$ cat src/rtl/mod_updown_counter.sv
// Parametrised modulo up/down counter with clear, load, enable and a registered terminal-count pulse.
// Define MOD_COUNTER_OVF_STICKY_EN to build the sticky bound-hit flag; otherwise ovf_sticky is tied low.
module mod_updown_counter #(
  parameter int WIDTH    = 4,
  parameter int MODULO   = 10,
  parameter int SATURATE = 0
) (
  input  logic             clk,
  input  logic             reset_n,
  input  logic             clear,
  input  logic             load,
  input  logic [WIDTH-1:0] load_val,
  input  logic             en,
  input  logic             up_dn,
  output logic [WIDTH-1:0] count,
  output logic             tc,
  output logic             at_zero,
  output logic             at_max,
  output logic             ovf_sticky
);

  localparam logic [WIDTH-1:0] MAX_VAL = WIDTH'(MODULO - 1);

  if (MODULO < 2 || MODULO > (2 ** WIDTH)) begin : g_bad_modulo
    $error("mod_updown_counter: MODULO must satisfy 2 <= MODULO <= 2**WIDTH");
  end

  logic [WIDTH-1:0] r_count;
  logic             r_tc;
  logic [WIDTH-1:0] w_count_nxt;
  logic [WIDTH-1:0] w_load_clamped;
  logic             w_tc_nxt;
  logic             w_at_zero;
  logic             w_at_max;

  assign w_at_zero      = (r_count == '0);
  assign w_at_max       = (r_count == MAX_VAL);
  // Out-of-range loads clamp to the top state rather than wrapping.
  assign w_load_clamped = (load_val > MAX_VAL) ? MAX_VAL : load_val;

  always_comb begin
    w_count_nxt = r_count;
    w_tc_nxt    = 1'b0;
    if (clear) begin
      w_count_nxt = '0;
    end else if (load) begin
      w_count_nxt = w_load_clamped;
    end else if (en) begin
      if (up_dn) begin
        if (w_at_max) begin
          w_tc_nxt    = 1'b1;
          w_count_nxt = (SATURATE != 0) ? r_count : '0;
        end else begin
          w_count_nxt = r_count + WIDTH'(1);
        end
      end else begin
        if (w_at_zero) begin
          w_tc_nxt    = 1'b1;
          w_count_nxt = (SATURATE != 0) ? r_count : MAX_VAL;
        end else begin
          w_count_nxt = r_count - WIDTH'(1);
        end
      end
    end
  end

  always_ff @(posedge clk or negedge reset_n) begin
    if (!reset_n) begin
      r_count <= '0;
      r_tc    <= 1'b0;
    end else begin
      r_count <= w_count_nxt;
      r_tc    <= w_tc_nxt;
    end
  end

`ifdef MOD_COUNTER_OVF_STICKY_EN
  logic r_ovf;

  // Only clear or reset drop the flag; load leaves it set.
  always_ff @(posedge clk or negedge reset_n) begin
    if (!reset_n) begin
      r_ovf <= 1'b0;
    end else if (clear) begin
      r_ovf <= 1'b0;
    end else if (w_tc_nxt) begin
      r_ovf <= 1'b1;
    end
  end

  assign ovf_sticky = r_ovf;
`else
  assign ovf_sticky = 1'b0;
`endif

  assign count   = r_count;
  assign tc      = r_tc;
  assign at_zero = w_at_zero;
  assign at_max  = w_at_max;

endmodule
$ cat config.mk
export PLATFORM = sky130hd
export DESIGN_NAME = mod_updown_counter
export DESIGN_NICKNAME = d
export VERILOG_FILES = /design/src/rtl/mod_updown_counter.sv
export SDC_FILE = /design/constraint.sdc
export NUM_CORES = 1
export LEC_CHECK = 0
export BUFFER_PORTS_ARGS = -buffer_cell sky130_fd_sc_hd__buf_2
export CAP_MARGIN = 20
export CORE_AREA = 2 2 39 41
export DETAILED_ROUTE_END_ITERATION = 10
export DIE_AREA = 0 0 41 43
export PLACE_DENSITY = 0.7
export SYNTH_ARGS = -nofsm -noshare
export SYNTH_HDL_FRONTEND = slang
export SYNTH_SLANG_ARGS = --single-unit
$ cat constraint.sdc
create_clock -name clk -period 2.2 [get_ports clk]
set_clock_uncertainty 0.15 [all_clocks]
set_input_delay 0.11 -clock clk [delete_from_list [all_inputs] [get_ports clk]]
set_output_delay 0.11 -clock clk [all_outputs]
set_load 0.01 [all_outputs]
### Word level (Yosys, flattened, before mapping)

Cells that the tools add are included.

| operators by class | value |
|---|---|
| add/subtract/negate cells | 2 |
| muxes and demuxes | 13 |
| reduce and logical (&&, ||, !) cells | 2 |
| equal/unequal tests | 1 |
| magnitude comparators | 1 |

Operators with widths:

| kind | number |
|---|---|
| $mux 4 | 7 |
| $mux 1 | 6 |
| $add 4x1->4 const B | 1 |
| $eq 4x4->1 const B | 1 |
| $gt 4x4->1 const B | 1 |
| $logic_not 4->1 | 1 |
| $sub 4x1->4 const B | 1 |
| $reduce_bool 3->1 | 1 |

| storage, ports and cells | value |
|---|---|
| bits in registers | 5 |
| input port bits | 10 |
| output and inout bits | 8 |
| word-level logic and storage cells | 21 |

### Longest topological paths before layout

Gate-level depths: netlist (run 1).

| depth | value |
|---|---|
| word-level depth | 6 |
| mapped depth | 6 |
| mapped depth without buffers | 6 |

### Worst setup path after synthesis (run 1)

Ideal clock, no wire load.

| timing | value |
|---|---|
| kind | flip-flop to flip-flop |
| from | register r_count[0] (netlist: count[0]) |
| to | register r_count[2] (netlist: count[2]) |
| buffers on the path | 0 |
| data arrival time | 1450 ps |
| stages on the path, launching flop included | 7 |
| setup slack | 459 ps |
| setup time | 141 ps |
| path through | dfrtp_1 -> inv_1 -> ha_1 -> and2b_2 -> a32o_1 -> a311oi_1 -> a211oi_1 |

| between the ends | value |
|---|---|
| longest elaborated chain between the ends | 6 |
| elaborated cells between the ends (all ways) | 10 |

Ends and longest elaborated chain:

| item | line | text |
|---|---|---|
| from (decl) | 28 | `logic [WIDTH-1:0] r_count;` |
| from (signal assigned) | 72 | `r_count <= w_count_nxt;` |
| $sub 4x1->4 (tied with other cells) | 61 | `w_count_nxt = r_count - WIDTH'(1);` |
| $mux 4, on equally long branches | 57, 50 |  |
| $mux 4 (*) | 49 | `if (up_dn) begin` |
| $mux 4 (*) | 48 | `end else if (en) begin` |
| $mux 4 (*) | 46 | `end else if (load) begin` |
| $mux 4 (*) | 44 | `if (clear) begin` |

Mark *: on every way between the ends. The rest lies on a longest branch, timed or not. The select of a mux whose other input is x is not followed.
A chain may end at the register's enable or synchronous reset.

### Final worst setup path (run 1)

Same ends and word-level chain as after synthesis.

==> summary.md, run 1 <==
| Metric | Value |
|---|---|
| Outcome | `finished, final reports clean` |
| Routed length on met2 | `500 um` |
| Area share of the largest cell type after synthesis | `24.15%` |
| Crit-path max FO | `9` |
| CP Capture Type | `register` |
| FF/Latch Area | `125.1 um2` |
| Final GP Congestion | `~0.81` |
| Top sig layer | `met4` |
| Reg2reg start | `count[0]` |
| Routed length on met3 | `about 80 um` |
| Final hold violation count | `0` |
| Largest net degree at the start of global routing | `12` |
| Area leader, netlist | `dfrtp_1` |
| Min Tclk post-route | `~1900 ps` |
| Final setup viols | `0` |
| I/O Buffers | `16` |
| Drt wl/cell | `around 11 um` |
| Post-Syn Area per Cell | `8.094 um2` |
| Cell Pwr Density | `just under 500 nW/um2` |
| Area of the die | `between 1500 and 2000 um2` |
| Metal-1 WL | `between 500 and 600 um` |
| Library cells used by synthesis | `32` |
| Critical path arrival | `about 1800 ps` |
| HP Class | `input port to register` |
| VDD IR-drop max | `0.2615 mV` |
| Vias/cell | `approximately 5.2` |
| Antenna diode count | `0` |
| Ranking of synthesized cells by area | `dfrtp_1 (24%), ha_1 (9.7%), nand2b_1 (7.2%)` |
| Setup crit end | `count[2]` |
| Synthesized area | `518.0 um2` |
| Startpoint Class | `register` |
| Vias in the first global route | `about 470` |
| H-tree levels | `1` |
| Post-cts resize count | `0` |
| Worst R2R Setup Slack | `between 300 and 400 ps` |
| Fin crit share | `between 80% and 90%` |
| Register area share after synthesis | `between 20% and 30%` |
| Final WL | `between 1000 and 1500 um` |
| Total Power | `around 310 uW` |
| Clock latency on the worst-skew pair | `roughly 240 ps` |
| Crit path from | `count[0]` |
| Synthesis Warnings | `0` |
| # Max-Cap Violations | `0` |
| Row count | `14` |
| Max-slew violations | `0` |
| Initial Util | `between 30% and 40%` |
| Cts bufs inserted | `3` |
| CTS tree | `yes` |
| Die width | `slightly above 40 um` |
| Congestion Overflow GR | `0` |
| Synth Net Count | `a little under 80` |
| Area after DPL | `roughly 590 um2` |
| Layout cells sized above 1 | `about 28%` |
| Setup TNS | `0 ps` |
| Post-CTS setup repair buffer count | `0` |
| Hold_ws | `approximately 20 ps` |
| Mapped Cells | `64` |
| Clock transition at path regs | `about 40 ps` |
| DRC Markers | `0` |
| # IOs | `18` |
| FF-to-FF End | `count[2]` |
| Number of synthesized register bits | `5` |
| Post-CTS Hold Buffers | `3` |
| CTS Buffer Depth | `2` |
| CTS root buffer | `clkbuf_4` |
| Fill cells | `approximately 170` |
| Leakage | `slightly above 0.3 nW` |
| Core area | `between 1000 and 1500 um2` |
| Global-route wire length before repair | `roughly 1800 um` |
| Initial antenna violation count | `0` |
| Setup CP Type | `register to register` |
| Final instance area | `between 600 and 700 um2` |
| First drt pass iteration count | `4` |
| Clock Sinks | `5` |
| DR iter-0 viols | `8` |
| Area added between synthesis and finish | `24.88%` |
| RSZ-0062 raised after global routing | `false` |
| Hpwl dp | `888.7 um` |
| R2R cell count | `6` |
| DR vias | `between 500 and 600` |
| Area occupied by multi-input gates | `between 300 and 400 um2` |
| F_max | `approximately 540 MHz` |
| Layout Nets | `between 90 and 100` |
| Data required, critical path | `about 2200 ps` |
| DIE HEIGHT | `around 43 um` |
| Total track usage | `approximately 15%` |
| DRT antenna net count | `0` |
## report_power, final
part / switching (mW) / internal (mW) / leakage, nW
registers: 0.0128 / 0.0981 / 0.0661
clock network: 0.0373 / 0.0685 / 0.0150
logic: 0.0507 / 0.0474 / 0.230
## final cells by class
cell class	instances	area share, %
Sequential cell	5	19.34
Timing Repair Buffer	19	17.02
Multi-Input combinational cell	51	54.16
Tap cell	16	3.095
Inverter	4	2.321
Clock buffer	4	4.062
## worst min-delay path by stage
| stage | from | to | slack, ps | cells past startpoint |
|---|---|---|---|---|
| final | load_val[1] | count[1] | 20 | 3 |
| after global routing | load_val[3] | count[2] | 40 | 3 |
| after CTS | load_val[1] | count[1] | 20 | 3 |
| after detailed placement | reset_n | count[3] | -220 | 1 |
| after global placement | reset_n | count[3] | -220 | 1 |
| after floorplan | reset_n | count[0] | -340 | 0 |
## flip-flops by register name, summed over array words and instances, names as in the netlist
name and cells:
count 4, tc 1
## synthesized netlist by cell type
master,instances
nor2b_1,1
nor3b_1,2
o21ai_1,1
o21ai_0,3
and3_1,2
nand2_1,3
buf_4,1
a211oi_1,1
nand2b_4,1
conb_1,1
a21oi_2,1
o311ai_0,2
mux2_4,1
and2b_2,1
buf_2,1
o221ai_1,1
nor3_1,3
inv_1,4
nand2b_1,6
a21oi_1,5
and3b_1,1
nand3_1,1
clkbuf_1,1
nand3b_1,1
buf_6,1
ha_1,4
a311oi_1,1
a32o_1,1
a221oi_1,1
a31oi_1,1
nor2_1,5
dfrtp_1,5
## cell families (layout without fill, tap and decap cells)
family | count (synthesis) | in the layout | synth area share (%)
AOI/OAI and AO/OA | 18 | 18 | 23.43
adders and majority gates | 4 | 4 | 9.662
muxes | 1 | 1 | 2.898
and+or+nand+nor | 27 | 27 | 30.92
buffers and inverters | 8 | 27 | 8.210
DFF | 5 | 5 | 24.15
other | 1 | 1 | 0.7239
## layout by cell type, fill, tap and decap left out, drive strengths merged, types with 3 or more instances in the layout
| cell type | synthesis | final |
|---|---|---|
| a21oi | 6 | 6 |
| buf | 3 | 16 |
| clkbuf | 1 | 4 |
| dfrtp | 5 | 5 |
| dlygate4sd3 | 0 | 3 |
| ha | 4 | 4 |
| inv | 4 | 4 |
| nand2 | 3 | 3 |
| nand2b | 7 | 7 |
| nor2 | 5 | 5 |
| nor3 | 3 | 3 |
| o21ai | 4 | 4 |
## routing by layer
layer | GRT usage [%] | vias to the layer above
li1 | - | 264
met1 | 20.39 | 235
met2 | 22.81 | 18
met3 | 3.141 | 2
met4 | 4.000 | 0
met5 | 0 | -
## worst max-delay path, stage by stage (launching register included)
cell	delay, ps
dfrtp_1	480
inv_1	100
ha_1	230
and2b_2	190
a32o_1	200
a311oi_1	290
a211oi_1	90
## per-stage QoR
| step | util (%) | cells | worst slack [ps] |
|---|---|---|---|
| 6_report | 46.75 | 99 | 335.8 |
| 5_1_grt | 46.75 | 99 | 213.4 |
| 4_1_cts | 46.75 | 99 | 322.3 |
| 3_5_place_dp | 42.68 | 92 | 322.1 |
| 3_3_place_gp | 42.68 | 92 | 371.0 |
| 2_1_floorplan | - | 64 | 459.3 |
Note: power is estimated with default switching activity, not from simulation.
==> inputs of run 2 (changes only) <==
PLACE_DENSITY = 0.72   (was 0.7)
clock period = 1.5 ns   (was 2.2 ns; I/O delays follow)
==> run 2 against run 1 <==
  * The flow now finishes with violations (setup timing)
  * Sequential power grew 45%
  * Utilization grew 15 points
  * Non-clock buffer count grew 10
  * Wire length grew 40%
  * Clock power grew 46%
  * Critical path depth shrank 1
  * Sequential share of layout area shrank 4.2 points
  * Global-route usage grew 6.1 points
==> summary.md, run 2 (synthesis results as in run 1) <==
| Metric | Value |
|---|---|
| Number of cells on the critical path | `5` |
| CP Capture Type | `register` |
| Commonest cells after routing, fill and taps aside | `buf_2 (14), nand2b_1 (6), buf_4 (6), a21oi_1 (5), dlygate4sd3_1 (5)` |
| Reg2reg start | `count[0]` |
| First drt pass iteration count | `4` |
| DRC Markers | `0` |
| Fill cells | `between 100 and 150` |
| Final GP Congestion | `between 0.8 and 0.9` |
| DR vias | `600` |
| Fin crit share | `109.6%` |
| Global-route wire length before repair | `~2600 um` |
| CTS tree | `yes` |
| Hpwl dp | `1060 um` |
| DR iter-0 viols | `21` |
| Core area | `~1400 um2` |
| Cell Pwr Density | `around 660 nW/um2` |
| Max incr delay on CP | `between 400 and 500 ps` |
| Worst Path Buf+Inv | `0` |
| Outcome | `finished with violations` |
| CTS root buffer | `clkbuf_4` |
| Antenna diode count | `0` |
| Hold_ws | `about 15 ps` |
| HP Class | `input port to register` |
| Final WL | `1591 um` |
| Final hold violation count | `0` |
| Total track usage | `between 20% and 30%` |
| Max reg flops | `4` |
| CTS Buffer Depth | `2` |
| FF-to-FF End | `count[2]` |
| Setup CP Type | `register to register` |
| Vias/cell | `~5.5` |
| Leakage | `approximately 0.38 nW` |
| Setup crit end | `count[2]` |
| Post-route worst setup slack | `-143.7 ps` |
| Startpoint Class | `register` |
| VDD IR-drop max | `0.4846 mV` |
| Worst R2R Setup Slack | `-140 ps` |
| Congestion Overflow GR | `0` |
| Layout cells sized above 1 | `52.69%` |
| Initial antenna violation count | `0` |
| RSZ-0062 raised after global routing | `true` |
| Row count | `14` |
| Area added between synthesis and finish | `64.73%` |
| Die width | `about 41 um` |
| Int Power | `~380 uW` |
| Area occupied by multi-input gates | `450.4 um2` |
| Inst Count DP | `99` |
| # IOs | `18` |
| Net Switching | `~190 uW` |
| DIE HEIGHT | `approximately 43 um` |
| Clock latency on the worst-skew pair | `~240 ps` |
| R2R cell count | `5` |
| Slowest cell on crit path | `dfrtp_2` |
| Violated checks | `setup timing` |
| Fin cells | `109` |
| FF/Latch Area | `around 130 um2` |
| Dpl ws | `-171.1 ps` |
| Clock transition at path regs | `~50 ps` |
| Crit-path max FO | `4` |
| Initial Util | `~37%` |
| Layout Nets | `about 110` |
| Crit-path cells | `ha_2, mux2_4, a21oi_2, a311oi_2, a211oi_1` |
| Drt wl/cell | `14.60 um` |
| Max-slew violations | `0` |
| Hold Startpoint | `load` |
| Sw Ratio | `about a third` |
| Logic pwr share | `around 44%` |
| Crit-path leading delay family | `compound AO/OA/AOI/OAI gates` |
| Commonest non-fill, non-tap cell in the layout | `buf_2` |
| Area of the die | `1763 um2` |
| Crit path from | `count[0]` |
| H-tree levels | `1` |
| Sequential Power Share | `28.4%` |
| Clock Sinks | `5` |
| Final setup viols | `6` |
| # Max-Cap Violations | `0` |
| F_max | `608.4 MHz` |
| I/O Buffers | `16` |
| Largest net degree at the start of global routing | `12` |
| Clk pwr share | `between 20% and 30%` |
| Critical path arrival | `1640 ps` |
| DRT antenna net count | `0` |
| Data required, critical path | `around 1500 ps` |
| Total Power | `566.7 uW` |
| Vias in the first global route | `586` |
| Cts bufs inserted | `3` |
| Min Tclk post-route | `1644 ps` |
-- run 2: cell types whose count changed in the layout (fill, tap and decap cells not counted), sizes merged --
cell,delta
buf,+8
dlygate4sd3,+2
-- run 2: power groups by stage --
stage	logic (mW)	clock network (mW)	registers (mW)
after floorplan	0.0989	0	0.163
after global placement	0.172	0	0.159
after detailed placement	0.175	0	0.160
after CTS	0.218	0.155	0.161
after global routing	0.275	0.163	0.163
final	0.251	0.155	0.161
-- run 2: layout make-up --
cell class / count / area share [%]
inverters: 4 / 2.053
clock buffers: 4 / 3.079
flip-flops and latches: 5 / 15.10
multi-input cells: 51 / 52.79
well taps: 16 / 2.346
repair buffers: 29 / 24.63
-- run 2: worst min path at each step --
stage,slack (ps),endpoint,cells past startpoint
4_1_cts,10,count[1],2
2_1_floorplan,-370,count[0],0
3_5_place_dp,-250,count[3],1
6_report,10,count[1],2
5_1_grt,40,count[1],2
3_3_place_gp,-250,count[3],1
-- run 2: metal layers --
layer / share of wire [%] / vias to the layer above / GRT usage [%]
li1: - / 287 / -
met1: 41 / 276 / 28.90
met2: 51 / 35 / 33.44
met3: 6.8 / 2 / 4.188
met4: 1.0 / 0 / 2.667
met5: 0 / - / 0
-- run 2: timing repair --
item	CTS	global route
setup buffers	0	1
hold buffers	5	0
gates cloned	0	0
gates resized for setup	17	10
endpoints found under the hold margin	10	0
pin swaps	10	4
endpoints found under the setup margin	7	7
-- run 2: worst reg2reg max path: cells and delay by family, from the launching register on --
kind            cells  cell delay, ps
mux                 1             270
compound gates      3             460
fa+ha+maj           1             230
flops               1             440
-- run 2: metrics by stage --
stage,instance area (um2),utilization (%),setup TNS [ps]
after global placement,648.1,46.84,-404.6
after floorplan,523.0,-,-213.3
after detailed placement,648.1,46.84,-659.3
after global routing,853.3,61.66,-952.4
after CTS,802.0,57.96,-403.8
final,853.3,61.66,-484.1
==> inputs of run 3 (changes only) <==
PLACE_DENSITY = 0.7   (was 0.72)
clock period = 1.55 ns   (was 1.5 ns; I/O delays follow)
==> run 3 against run 2 <==
  * Wire length down 16%
  * Via count down 5.2%
  * Highest routed layer is now met3
  * Clock power down 5%
  * Final cell count decreased by 1.8%
  * Sequential share of layout area up 2.1 points
  * The run still ends with setup timing left
  * Worst hold slack worse by 5.4 ps
  * Maximum frequency is 2.4% higher
  * Largest cell class unchanged
  * Critical endpoint unchanged
  * Setup slack better by 89 ps
  * First-iteration DRC count is 9.5% higher
  * Register-to-register slack better by 90 ps
  * Final area shrank 12%
==> summary.md, run 3 (synthesis results as in run 1) <==
| Metric | Value |
|---|---|
| Max-slew violations | `0` |
| Critical path arrival | `between 1500 and 2000 ps` |
| F_max | `~620 MHz` |
| Fin crit share | `103.6%` |
| Commonest cells after routing, fill and taps aside | `buf_2 (16), nand2b_1 (6), buf_4 (6)` |
| Leakage | `~0.35 nW` |
| Crit-path max FO | `4` |
| Min Tclk post-route | `approximately 1600 ps` |
| I/O Buffers | `16` |
| Total track usage | `16.73%` |
| VDD IR-drop max | `roughly 0.32 mV` |
| Dpl ws | `-143.9 ps` |
| Sw Ratio | `between 30% and 40%` |
| Logic pwr share | `between 30% and 40%` |
| Final hold violation count | `0` |
| CTS Buffer Depth | `2` |
| Final setup viols | `5` |
| Int Power | `331.8 uW` |
| Cts bufs inserted | `3` |
| Max reg flops | `4` |
| Final WL | `around 1300 um` |
| Commonest non-fill, non-tap cell in the layout | `buf_2` |
| Clock Sinks | `5` |
| Metal-1 WL | `~600 um` |
| Sequential Power Share | `between 30 and 40%` |
| Core area | `around 1400 um2` |
| Vias in the first global route | `between 400 and 500` |
| HP Class | `input port to register` |
| Hold_ws | `between 9 and 10 ps` |
| DRT antenna net count | `0` |
| Initial antenna violation count | `0` |
| Clock transition at path regs | `50 ps` |
| Post-layout util | `54.16%` |
| DRC Markers | `0` |
| Global-route wire length before repair | `slightly above 2000 um` |
| H-tree levels | `1` |
| Routed length on met3 | `~100 um` |
| Cell Pwr Density | `about 650 nW/um2` |
| Post-route worst setup slack | `-55.15 ps` |
| Outcome | `finished with violations` |
| Row count | `14` |
| Clock latency on the worst-skew pair | `around 240 ps` |
| Area added between synthesis and finish | `44.69%` |
| Hpwl dp | `between 1000 and 1500 um` |
| Final GP Congestion | `approximately 0.84` |
| Fill cells | `144` |
| Violated checks | `setup timing` |
| DR iter-0 viols | `23` |
| Initial Util | `between 30% and 40%` |
| Clk pwr share | `30.3%` |
| CP Capture Type | `register` |
| DR vias | `~570` |
| Vias/cell | `around 5.3` |
| Drt wl/cell | `between 10 and 15 um` |
| # IOs | `18` |
| Routed length on met2 | `approximately 630 um` |
| Largest net degree at the start of global routing | `12` |
| Layout Nets | `between 100 and 150` |
| RSZ-0062 raised after global routing | `true` |
| Layout cells sized above 1 | `a little under half` |
| DIE HEIGHT | `43 um` |
| Die width | `slightly above 40 um` |
| CTS tree | `yes` |
| Top sig layer | `met3` |
| Area of the die | `approximately 1800 um2` |
| # Max-Cap Violations | `0` |
| Data required, critical path | `around 1500 ps` |
| First drt pass iteration count | `4` |
| Net Switching | `around 160 uW` |
| Congestion Overflow GR | `0` |
| Antenna diode count | `0` |
| Startpoint Class | `register` |
| Setup CP Type | `register to register` |
| Post-CTS setup repair buffer count | `0` |
| CTS root buffer | `clkbuf_4` |
## run 3: cell count changes in the layout (fill, tap and decap cells not counted), sizes merged
cell and change:
buf -2
## run 3: power groups by stage
| stage | combinational [mW] | sequential, mW | clock, mW |
|---|---|---|---|
| 6_report | 0.188 | 0.152 | 0.148 |
| 4_1_cts | 0.182 | 0.152 | 0.153 |
| 3_5_place_dp | 0.165 | 0.153 | 0 |
| 3_3_place_gp | 0.164 | 0.153 | 0 |
| 5_1_grt | 0.208 | 0.154 | 0.164 |
| 2_1_floorplan | 0.0957 | 0.157 | 0 |
## run 3: final timing paths
check,start,to,slack (ps),depth (start not counted)
setup / recovery,count[0],count[2],-60,6
hold / removal,load_val[3],count[2],10,3
setup reg to reg,count[0],count[2],-60,6
hold reg to reg,count[2],count[3],640,4
max in group asynchronous,reset_n,count[3],1070,2
min in group asynchronous,reset_n,count[2],30,2
## run 3: area by class of cell
class	count	area [um2]	share of cell area (%)
Multi-Input combinational cell	51	384.1	51.25
Timing Repair Buffer	27	175.2	23.37
Sequential cell	5	128.9	17.20
Clock buffer	4	26.28	3.506
Tap cell	16	20.02	2.671
Inverter	4	15.01	2.003
## run 3: timing repair
action                                  in CTS  in global routing
endpoints found under the hold margin       10                  0
gates resized for setup                      6                  3
hold buffers                                 5                  0
endpoints found under the setup margin       5                  6
gates cloned                                 0                  0
pin swaps                                    1                  1
## run 3: critical path, stage by stage (launching register included)
cell	delay, ps
dfrtp_2	400
inv_2	50
ha_2	170
and2b_2	190
a32o_1	210
a311oi_2	240
a211oi_1	70
## run 3: layer usage
metal / vias up / GRT usage (%)
met5: - / 0
met3: 0 / 6.283
li1: 281 / -
met1: 258 / 22.48
met4: 0 / 2.000
met2: 30 / 25.62
## run 3: metrics by stage
| stage | instances | cell area, um2 | TNS, ps | total power, mW |
|---|---|---|---|---|
| finish | 107 | 749.5 | -112.3 | 0.4879 |
| global route | 107 | 749.5 | -532.9 | 0.5254 |
| CTS | 107 | 737.0 | -229.9 | 0.4876 |
| detailed placement | 98 | 640.6 | -455.6 | 0.3186 |
| global placement | 98 | 640.6 | -403.9 | 0.3170 |
| floorplan | 64 | 523.0 | -73.98 | 0.2532 |
